<file path="src/rtl/cpu_pkg.sv">
// Shared MEM-stage definitions: funct3 access codes, FSM states, and
// load/store legality, alignment and lane-steering helpers.
package cpu_pkg;

  localparam logic [2:0] F3_B  = 3'b000;
  localparam logic [2:0] F3_H  = 3'b001;
  localparam logic [2:0] F3_W  = 3'b010;
  localparam logic [2:0] F3_BU = 3'b100;
  localparam logic [2:0] F3_HU = 3'b101;

  typedef enum logic {IDLE = 1'b0, WAIT = 1'b1} mem_state_e;

  function automatic logic load_f3_ok(input logic [2:0] f3);
    case (f3)
      F3_B, F3_H, F3_W, F3_BU, F3_HU: load_f3_ok = 1'b1;
      default:                        load_f3_ok = 1'b0;
    endcase
  endfunction

  function automatic logic store_f3_ok(input logic [2:0] f3);
    case (f3)
      F3_B, F3_H, F3_W: store_f3_ok = 1'b1;
      default:          store_f3_ok = 1'b0;
    endcase
  endfunction

  function automatic logic addr_misaligned(input logic [2:0] f3, input logic [1:0] lo);
    case (f3)
      F3_H, F3_HU: addr_misaligned = lo[0];
      F3_W:        addr_misaligned = (lo != 2'b00);
      default:     addr_misaligned = 1'b0;
    endcase
  endfunction

  function automatic logic [3:0] store_strb(input logic [2:0] f3, input logic [1:0] lo);
    case (f3)
      F3_B:    store_strb = 4'b0001 << lo;
      F3_H:    store_strb = 4'b0011 << {lo[1], 1'b0};
      F3_W:    store_strb = 4'b1111;
      default: store_strb = 4'b0000;
    endcase
  endfunction

  // Replicate the store value so every enabled lane carries the right bytes.
  function automatic logic [31:0] store_lanes(input logic [2:0] f3, input logic [31:0] data);
    case (f3)
      F3_B:    store_lanes = {4{data[7:0]}};
      F3_H:    store_lanes = {2{data[15:0]}};
      default: store_lanes = data;
    endcase
  endfunction

endpackage

</file>
<file path="src/rtl/mem_stage_load_align.sv">
// Load data alignment: picks the addressed byte/half out of the read word
// and sign- or zero-extends it according to funct3.
module load_align
  import cpu_pkg::*;
(
  input  logic [2:0]  funct3_i,
  input  logic [1:0]  addr_lo_i,
  input  logic [31:0] rdata_i,
  output logic [31:0] data_o
);

  logic [7:0]  byte_s;
  logic [15:0] half_s;

  // Lane select followed by width/sign extension.
  always_comb begin
    case (addr_lo_i)
      2'b00:   byte_s = rdata_i[7:0];
      2'b01:   byte_s = rdata_i[15:8];
      2'b10:   byte_s = rdata_i[23:16];
      2'b11:   byte_s = rdata_i[31:24];
      default: byte_s = 8'h00;
    endcase
    if (addr_lo_i[1]) begin
      half_s = rdata_i[31:16];
    end else begin
      half_s = rdata_i[15:0];
    end
    case (funct3_i)
      F3_B:    data_o = {{24{byte_s[7]}}, byte_s};
      F3_H:    data_o = {{16{half_s[15]}}, half_s};
      F3_BU:   data_o = {24'h000000, byte_s};
      F3_HU:   data_o = {16'h0000, half_s};
      default: data_o = rdata_i;
    endcase
  end

endmodule

</file>
<file path="src/rtl/mem_stage.sv">
// MEM pipeline stage: drives loads/stores onto a req/ack data bus, stalls EX
// while an access is outstanding, and registers the MEM/WB outputs.
module mem_stage
  import cpu_pkg::*;
#(
  parameter int TIMEOUT_CYCLES = 256
) (
  input  logic        clk,
  input  logic        rst_n,
  input  logic        ex_valid,
  input  logic        ex_memRead,
  input  logic        ex_memWrite,
  input  logic [2:0]  ex_funct3,
  input  logic [31:0] ex_alu_data,
  input  logic [31:0] ex_store_data,
  input  logic [4:0]  ex_rd,
  input  logic        ex_regWrite,
  output logic        ex_stall,
  output logic        dmem_req,
  output logic        dmem_we,
  output logic [31:0] dmem_addr,
  output logic [31:0] dmem_wdata,
  output logic [3:0]  dmem_wstrb,
  input  logic        dmem_ack,
  input  logic [31:0] dmem_rdata,
  output logic        wb_valid,
  output logic        wb_memRead,
  output logic        wb_memWrite,
  output logic [31:0] wb_mem_data,
  output logic [31:0] wb_alu_data,
  output logic [4:0]  wb_rd,
  output logic        wb_regWrite,
  output logic        wb_misalign,
  output logic        wb_bus_err
);

  localparam int CNT_W = (TIMEOUT_CYCLES > 0) ? $clog2(TIMEOUT_CYCLES + 1) : 1;

  mem_state_e  state_q;
  logic [CNT_W-1:0] cnt_q;
  logic        req_q, we_q;
  logic [31:0] addr_q, wdata_q;
  logic [3:0]  wstrb_q;
  logic        wb_valid_q, wb_memread_q, wb_memwrite_q, wb_regwrite_q;
  logic        wb_misalign_q, wb_bus_err_q;
  logic [31:0] wb_mem_data_q, wb_alu_q;
  logic [4:0]  wb_rd_q;

  logic        memop_s, fault_s, fault_op_s, start_s, timeout_s, done_s;
  logic [31:0] load_data_s;

  load_align u_load_align (
    .funct3_i  (ex_funct3),
    .addr_lo_i (ex_alu_data[1:0]),
    .rdata_i   (dmem_rdata),
    .data_o    (load_data_s)
  );

  // Classify the EX/MEM instruction and detect access completion.
  always_comb begin
    memop_s    = ex_valid & (ex_memRead | ex_memWrite);
    fault_s    = (ex_memRead  & ~load_f3_ok(ex_funct3))
               | (ex_memWrite & ~store_f3_ok(ex_funct3))
               | addr_misaligned(ex_funct3, ex_alu_data[1:0]);
    fault_op_s = memop_s & fault_s;
    start_s    = memop_s & ~fault_s;
    if (TIMEOUT_CYCLES == 0) begin
      timeout_s = 1'b0;
    end else begin
      timeout_s = (state_q == WAIT) && (cnt_q == CNT_W'(TIMEOUT_CYCLES - 1));
    end
    done_s     = (state_q == WAIT) & (dmem_ack | timeout_s);
  end

  assign ex_stall = start_s & ~done_s;

  // Access FSM with its bus registers and the MEM/WB register.
  always_ff @(posedge clk or negedge rst_n) begin
    if (!rst_n) begin
      state_q       <= IDLE;
      cnt_q         <= '0;
      req_q         <= 1'b0;
      we_q          <= 1'b0;
      addr_q        <= 32'h0;
      wdata_q       <= 32'h0;
      wstrb_q       <= 4'h0;
      wb_valid_q    <= 1'b0;
      wb_memread_q  <= 1'b0;
      wb_memwrite_q <= 1'b0;
      wb_mem_data_q <= 32'h0;
      wb_alu_q      <= 32'h0;
      wb_rd_q       <= 5'd0;
      wb_regwrite_q <= 1'b0;
      wb_misalign_q <= 1'b0;
      wb_bus_err_q  <= 1'b0;
    end else begin
      // EX/MEM is held stable during a stall, so these can load every edge.
      wb_memread_q  <= ex_memRead;
      wb_memwrite_q <= ex_memWrite;
      wb_alu_q      <= ex_alu_data;
      wb_rd_q       <= ex_rd;
      case (state_q)
        IDLE: begin
          if (start_s) begin
            state_q    <= WAIT;
            cnt_q      <= '0;
            req_q      <= 1'b1;
            we_q       <= ex_memWrite;
            addr_q     <= {ex_alu_data[31:2], 2'b00};
            wdata_q    <= store_lanes(ex_funct3, ex_store_data);
            wstrb_q    <= ex_memWrite ? store_strb(ex_funct3, ex_alu_data[1:0]) : 4'b0000;
            wb_valid_q <= 1'b0;
          end else begin
            wb_valid_q    <= ex_valid;
            wb_mem_data_q <= 32'h0;
            wb_regwrite_q <= ex_regWrite & ~fault_op_s;
            wb_misalign_q <= fault_op_s;
            wb_bus_err_q  <= 1'b0;
          end
        end
        WAIT: begin
          if (dmem_ack) begin
            state_q       <= IDLE;
            req_q         <= 1'b0;
            wb_valid_q    <= ex_valid;
            wb_mem_data_q <= ex_memWrite ? 32'h0 : load_data_s;
            wb_regwrite_q <= ex_regWrite;
            wb_misalign_q <= 1'b0;
            wb_bus_err_q  <= 1'b0;
          end else if (timeout_s) begin
            state_q       <= IDLE;
            req_q         <= 1'b0;
            wb_valid_q    <= ex_valid;
            wb_mem_data_q <= 32'h0;
            wb_regwrite_q <= 1'b0;
            wb_misalign_q <= 1'b0;
            wb_bus_err_q  <= 1'b1;
          end else begin
            cnt_q      <= cnt_q + CNT_W'(1);
            wb_valid_q <= 1'b0;
          end
        end
        default: begin
          state_q    <= IDLE;
          req_q      <= 1'b0;
          wb_valid_q <= 1'b0;
        end
      endcase
    end
  end

  assign dmem_req    = req_q;
  assign dmem_we     = we_q;
  assign dmem_addr   = addr_q;
  assign dmem_wdata  = wdata_q;
  assign dmem_wstrb  = wstrb_q;
  assign wb_valid    = wb_valid_q;
  assign wb_memRead  = wb_memread_q;
  assign wb_memWrite = wb_memwrite_q;
  assign wb_mem_data = wb_mem_data_q;
  assign wb_alu_data = wb_alu_q;
  assign wb_rd       = wb_rd_q;
  assign wb_regWrite = wb_regwrite_q;
  assign wb_misalign = wb_misalign_q;
  assign wb_bus_err  = wb_bus_err_q;

endmodule

</file>
<file path="config.mk">
export PLATFORM = sky130hd
export DESIGN_NAME = mem_stage
export DESIGN_NICKNAME = d
export VERILOG_FILES = /design/src/rtl/cpu_pkg.sv /design/src/rtl/mem_stage_load_align.sv /design/src/rtl/mem_stage.sv
export SDC_FILE = /design/constraint.sdc
export NUM_CORES = 1
export LEC_CHECK = 0
export CAP_MARGIN = 20
export CELL_PAD_IN_SITES_DETAIL_PLACEMENT = 0
export CELL_PAD_IN_SITES_GLOBAL_PLACEMENT = 1
export CORE_ASPECT_RATIO = 1.25
export CORE_UTILIZATION = 30
export CTS_CLUSTER_DIAMETER = 50
export DETAILED_ROUTE_END_ITERATION = 6
export GPL_TIMING_DRIVEN = 0
export PLACE_DENSITY_LB_ADDON = 0.1
export SYNTH_ARGS = -nofsm -noshare
export SYNTH_HDL_FRONTEND = slang
export SYNTH_SLANG_ARGS = --single-unit
</file>
<file path="constraint.sdc">
create_clock -name clk -period 1.93 [get_ports clk]
set_clock_uncertainty 0.05 [all_clocks]
set_input_delay 0.579 -clock clk [delete_from_list [all_inputs] [get_ports clk]]
set_output_delay 0.579 -clock clk [all_outputs]
set_load 0.02 [all_outputs]
</file>
==> Word-level counts from Yosys, hierarchy flattened <==
Cells that the tools add are included.
{ "totals": {"register_bits": 153, "input_bits": 111, "out_inout_bits": 146, "wordCells": 100} }
{ "classes": {"n_addsub": 1, "n_eq_ne": 13, "shift": 2, "n_mux": 39, "bitwise_logic": 18, "reduce_logical": 11} }
{ "ops": {"columns": ["operator", "count"], "rows": [
  ["2-to-1 mux 32 bit", 4],
  ["one-hot mux 32 bit (2 select lines)", 2],
  ["one-hot mux 32 bit (4 select lines)", 1],
  ["one-hot mux 8 bit (4 select lines)", 1],
  ["2-to-1 mux 9 bit", 3],
  ["one-hot mux 9 bit (2 select lines)", 1],
  ["2-to-1 mux 1 bit", 17],
  ["2-to-1 mux 16 bit", 1],
  ["one-hot mux 1 bit (2 select lines)", 7],
  ["one-hot mux 4 bit (3 select lines)", 1],
  ["adder 9 x 1 -> 9 bit, second input constant", 1],
  ["== test 9 x 8 -> 1 bit, second input constant", 1],
  ["AND 1 bit", 8],
  ["!= test 2 bit, second input constant", 4],
  ["== test 3 bit, second input constant", 2],
  ["inverter 1 bit", 6],
  ["AND reduction 2 bit", 3],
  ["OR reduction 5 bit", 1],
  ["== test 2 bit, second input constant", 2],
  ["2-to-1 mux 4 bit", 1],
  ["bitwise OR 1 bit", 4],
  ["<< shifter 1 x 2 -> 4 bit, first input constant", 1],
  ["<< shifter 2 x 2 -> 4 bit, first input constant", 1],
  ["== test 3 x 1 -> 1 bit, second input constant", 1],
  ["10 further kinds", 10]
]} }

==> Longest topological paths before layout <==
{ "depth": {"word_depth": 12, "ltp_mapped": 9, "depth_no_buf": 8} }

==> Hierarchy <==
From an unflattened synthesis, not the netlist that was laid out.
{ "unflattened": {"hier_cells": 510, "area_unflattened_um2": 6493.7} }
{ "modules_own_cells": {"columns": ["module", "n_inst", "cells_per_inst", "area_per_inst_um2", "seq_area_each_um2"], "rows": [
  ["mem_stage", 1, 400, 5844.4, 3828.7],
  ["load_align", 1, 110, 649.4, 0.0]
]} }

==> Worst setup path before layout <==
Ideal clock, no wire load.
{ "synth_path": {"path_kind": "reg2reg", "from": "register cnt_q[0]", "to": "register wb_mem_data_q[30] (netlist: wb_mem_data[30])", "setup_time_ns": 0.126, "arrival_time_ns": 1.953, "t_required_ns": 1.754, "slack_ns": -0.199, "path_stages_with_launch": 10, "n_path_buf": 2, "period_less_slack_ns": 2.129, "path_cell_list": "dfrtp_1 > ha_1 > nand3_1 > nor3_1 > ha_1 > or2_2 > clkbuf_1 > o21ai_2 > buf_4 > a221o_1"} }
{ "synth_between": {"elab_chain_cells": 4} }
{ "synth_rtl": {"columns": ["element", "line", "rtl"], "rows": [
  ["from (decl)", "mem_stage.sv:40", "logic [CNT_W-1:0] cnt_q;"],
  ["from (signal assigned)", "mem_stage.sv:139", "cnt_q <= cnt_q + CNT_W'(1);"],
  ["== test 9 x 8 -> 1 bit", "mem_stage.sv:70", "timeout_s = (state_q == WAIT) && (cnt_q == CNT_W'(TIMEOUT_CYCLES - 1));"],
  ["logical AND 1 bit", "mem_stage.sv:70", null],
  ["!= test 3 x 2 -> 1 bit (no source line)", null, null],
  ["AND reduction 2 bit (no source line)", null, null],
  ["to (signal assigned)", "mem_stage.sv:126", "wb_mem_data_q <= ex_memWrite ? 32'h0 : load_data_s;"],
  ["to (decl)", "mem_stage.sv:46", "logic [31:0] wb_mem_data_q, wb_alu_q;"]
]} }
Every way passes these cells.
A chain may end at the register's enable or synchronous reset.

==> Worst setup path after layout <==
{ "layout_path": {"from": "register cnt_q[0]", "to": "output ex_stall"} }
{ "layout_between": {"elab_chain_cells": 6} }
{ "layout_rtl": {"columns": ["element", "line", "rtl"], "rows": [
  ["== test 9 x 8 -> 1 bit", "mem_stage.sv:70", null],
  ["logical AND 1 bit", "mem_stage.sv:70", null],
  ["bitwise OR 1 bit", "mem_stage.sv:72", "done_s = (state_q == WAIT) & (dmem_ack | timeout_s);"],
  ["AND 1 bit", "mem_stage.sv:72", null],
  ["inverter 1 bit", "mem_stage.sv:75", "assign ex_stall = start_s & ~done_s;"],
  ["AND 1 bit", "mem_stage.sv:75", null],
  ["to (decl)", "mem_stage.sv:18", "output logic ex_stall,"]
]} }
Every way passes these cells.

==> qor.txt <==
Outcome -> finished, violations left
Violated checks -> negative setup slack
Sequential fraction of the synthesis area -> 59.8%
Synth warn -> 0
WP data required -> 1.30 ns
Post-DP HPWL -> 14800 µm
Total grt overflow -> 0
WS Path Type -> reg2out
R2r endpoint -> wb_mem_data[30]
Gate family responsible for the most delay along the worst path -> flip-flops
Commonest non-fill, non-tap cell in the layout -> dfrtp_1
CTS Buf Count -> 17
Dpl cell area -> 0.00942 mm²
Slowest Stage Delay on Critical Path -> 0.41 ns
Max H-tree Level -> 4
R2r setup slk -> -0.12 ns
CP Max Fanout -> 3
Synth Area per Inst -> 13.3 µm²
Worst-path cell chain -> ha_4 -> nand3_2 -> nor3_2 -> ha_2 -> o21ai_2 -> and4_4 -> buf_6
Critical path endpoint category -> primary output
Total track usage -> 19.0%
Clock root buffer -> clkbuf_16
Final #Nets -> 897
Lkg Pwr -> 4.76 nW
Port bufs -> 254
Crit path launch type -> flip-flop
DIE WIDTH -> 133 µm
RSZ-0062 raised after global routing -> true
I/O pin count -> 257
Slew @ Worst Pin -> 0.686 ns
Min-delay worst type -> in2async
Routed WL -> 20500 µm
First-pass GRT wire length -> 31400 µm
Initial antenna violation count -> 0
Drt via density -> 4.80
Share of layout cells above drive strength 1 -> 23.1%
WL/cell -> 19.1 µm
Worst-Skew Late Latency -> 0.42 ns
Synth top area cells -> dfrtp_1, mux2_2, mux2_1
Buf/Inv on CP -> 1
CP max stage cell -> dfrtp_1
Die area -> 0.0219 mm²
Vias in the first global route -> 5607
Cell area after layout -> 0.0103 mm²
Die Y -> 165 µm
Via Count -> 5133
Maximum number of pins on one net before global-route repair -> 82
Cell taking the most area after synthesis -> dfrtp_1
Worst r2r src -> cnt_q[0]
Max_slew headroom -> 54.3%
Pwr Total -> 10.3 mW
FP Rows -> 59
Core area -> 0.0209 mm²
Clk sinks -> 153
Setup violators final -> 44
FF-to-FF path depth -> 9
Fin crit period -> 2.44 ns
Initial core utilization -> 30.7%
Max-Cap Viols -> 0
Tcrit/Tclk final -> 126%
Slew Viols, Final -> 0
Synth Flop Type -> dfrtp_1
Yosys top cell area share -> 59.8%
Synth cell types -> 54
TritonRoute pass-1 iters -> 4
Diode count -> 0
CTS tree -> built
Clock Tree Buf Depth -> 2
Routability-driven placement congestion ratio -> 0.788
Synth-to-layout area growth -> 61.4%
Max VDD drop -> 0.000760 V
Fmax -> 410 MHz
Endpoints failing hold -> 0
FF+latch count, synth -> 153
Most frequent cells in the layout -> dfrtp_1, dlygate4sd2_1, clkdlybuf4s50_1
Post-synth EDFFs -> 0
Arrival @ worst endpoint -> 1.81 ns
Pwr Density -> 992 mW/mm²
Async S/R FF share, synth -> 100%
Worst setup margin -> -0.507 ns
Initial drt markers -> 214
# DRC -> 0
Post-route ant nets -> 0
Post-Syn Area -> 0.00641 mm²
Synth Instances -> 481
Clock slew at reported path FFs -> 0.07 ns
## kinds of logic (layout without fill, tap and decap cells)
kind of cell,after synthesis,in the layout,synth area share (%)
flip-flops,153,153,59.8
AO/OA/AOI/OAI,97,97,11.4
multiplexers,96,96,16.7
AND/OR/NAND/NOR,93,93,7.97
buffers and inverters,33,347,2.81
XOR/XNOR,6,6,0.820
adder cells (fa/ha/maj),2,2,0.391
other,1,2,0.0585
## synthesized netlist by cell type (9+ instances only)
cell and number:
dfrtp_1 153, o21ai_0 24, o2bb2ai_1 9, nand2b_1 11, nor2_1 23, a21oi_1 18, mux2_1 35, a32o_1 9
buf_4 10, nand2_1 16, a221o_1 16, mux2_2 44, buf_2 9, mux2i_1 16
## worst register-to-register path, stage by stage (launching register included)
cell     delay (ns)
dfrtp_1        0.40
ha_4           0.16
nand3_2        0.08
nor3_2         0.12
ha_2           0.22
buf_4          0.15
or2_4          0.15
o21ai_4        0.12
buf_6          0.17
a221o_1        0.33
## where the power goes
group          leakage [nW]  switching (mW)  internal, mW  total (mW)
Combinational          2.57            1.52          1.30        2.82
Sequential             1.89           0.262          3.73        3.99
Clock                 0.295            1.48          1.96        3.44
Total                  4.76            3.26          7.00        10.3
## per-layer routing
| layer | track usage [%] | wire [µm] | vias up |
|---|---|---|---|
| met5 | 0 | 0 | - |
| met4 | 5.07 | 146 | 0 |
| met3 | 7.30 | 1570 | 9 |
| met2 | 33.9 | 10600 | 188 |
| met1 | 21.2 | 8140 | 2567 |
| li1 | - | - | 2369 |
## layout make-up
class                   count  area, µm²
repair buffers            285       2680
well taps                 274        343
plain buffers              27        254
inverters                   4       15.0
clock inverters            14        176
flip-flops and latches    153       3830
clock buffers              17        425
multi-input cells         296       2620
fillers                  1896      10600
## flip-flops by register name, summed over array words and instances, names as in the netlist, 4 cells and up
signal / count
wb_rd: 5
wb_mem_data: 32
wb_alu_data: 32
dmem_wstrb: 4
dmem_addr: 30
cnt_q: 9
dmem_wdata: 32
## per-stage QoR
stage | utilization, % | std cells | hold WS [ns] | setup WS, ns | TNS (ns)
after CTS | 48.8 | 1063 | 0.126 | -0.543 | -6.93
after global routing | 49.5 | 1070 | 0.151 | -0.588 | -9.89
after global placement | 44.9 | 1010 | 0.418 | -6.06 | -1023.14
final | 49.5 | 1070 | 0.103 | -0.507 | -7.44
after floorplan | - | 482 | 0.233 | -0.0187 | -0.187
after detailed placement | 45.1 | 1011 | 0.417 | -1.18 | -99.29
## how the worst max path moves through the flow
| stage | startpoint | endpoint | slack [ns] | depth (start not counted) |
|---|---|---|---|---|
| finish | cnt_q[0] | ex_stall | -0.51 | 7 |
| global route | cnt_q[0] | ex_stall | -0.59 | 7 |
| CTS | cnt_q[0] | ex_stall | -0.54 | 7 |
| detailed placement | ex_funct3[2] | ex_stall | -1.18 | 5 |
| global placement | rst_n | dmem_addr[10] | -6.06 | 1 |
| floorplan | ex_alu_data[1] | wb_mem_data[21] | -0.02 | 4 |
## timing repair
item,4_1_cts,5_1_grt
hold buffers,0,0
resized for setup,216,31
setup endpoints to repair,257,104
cloned,3,2
pin swaps,16,8
hold endpoints to repair,0,0
setup buffers,20,7
No activity file was read; power rests on OpenSTA's default activity.
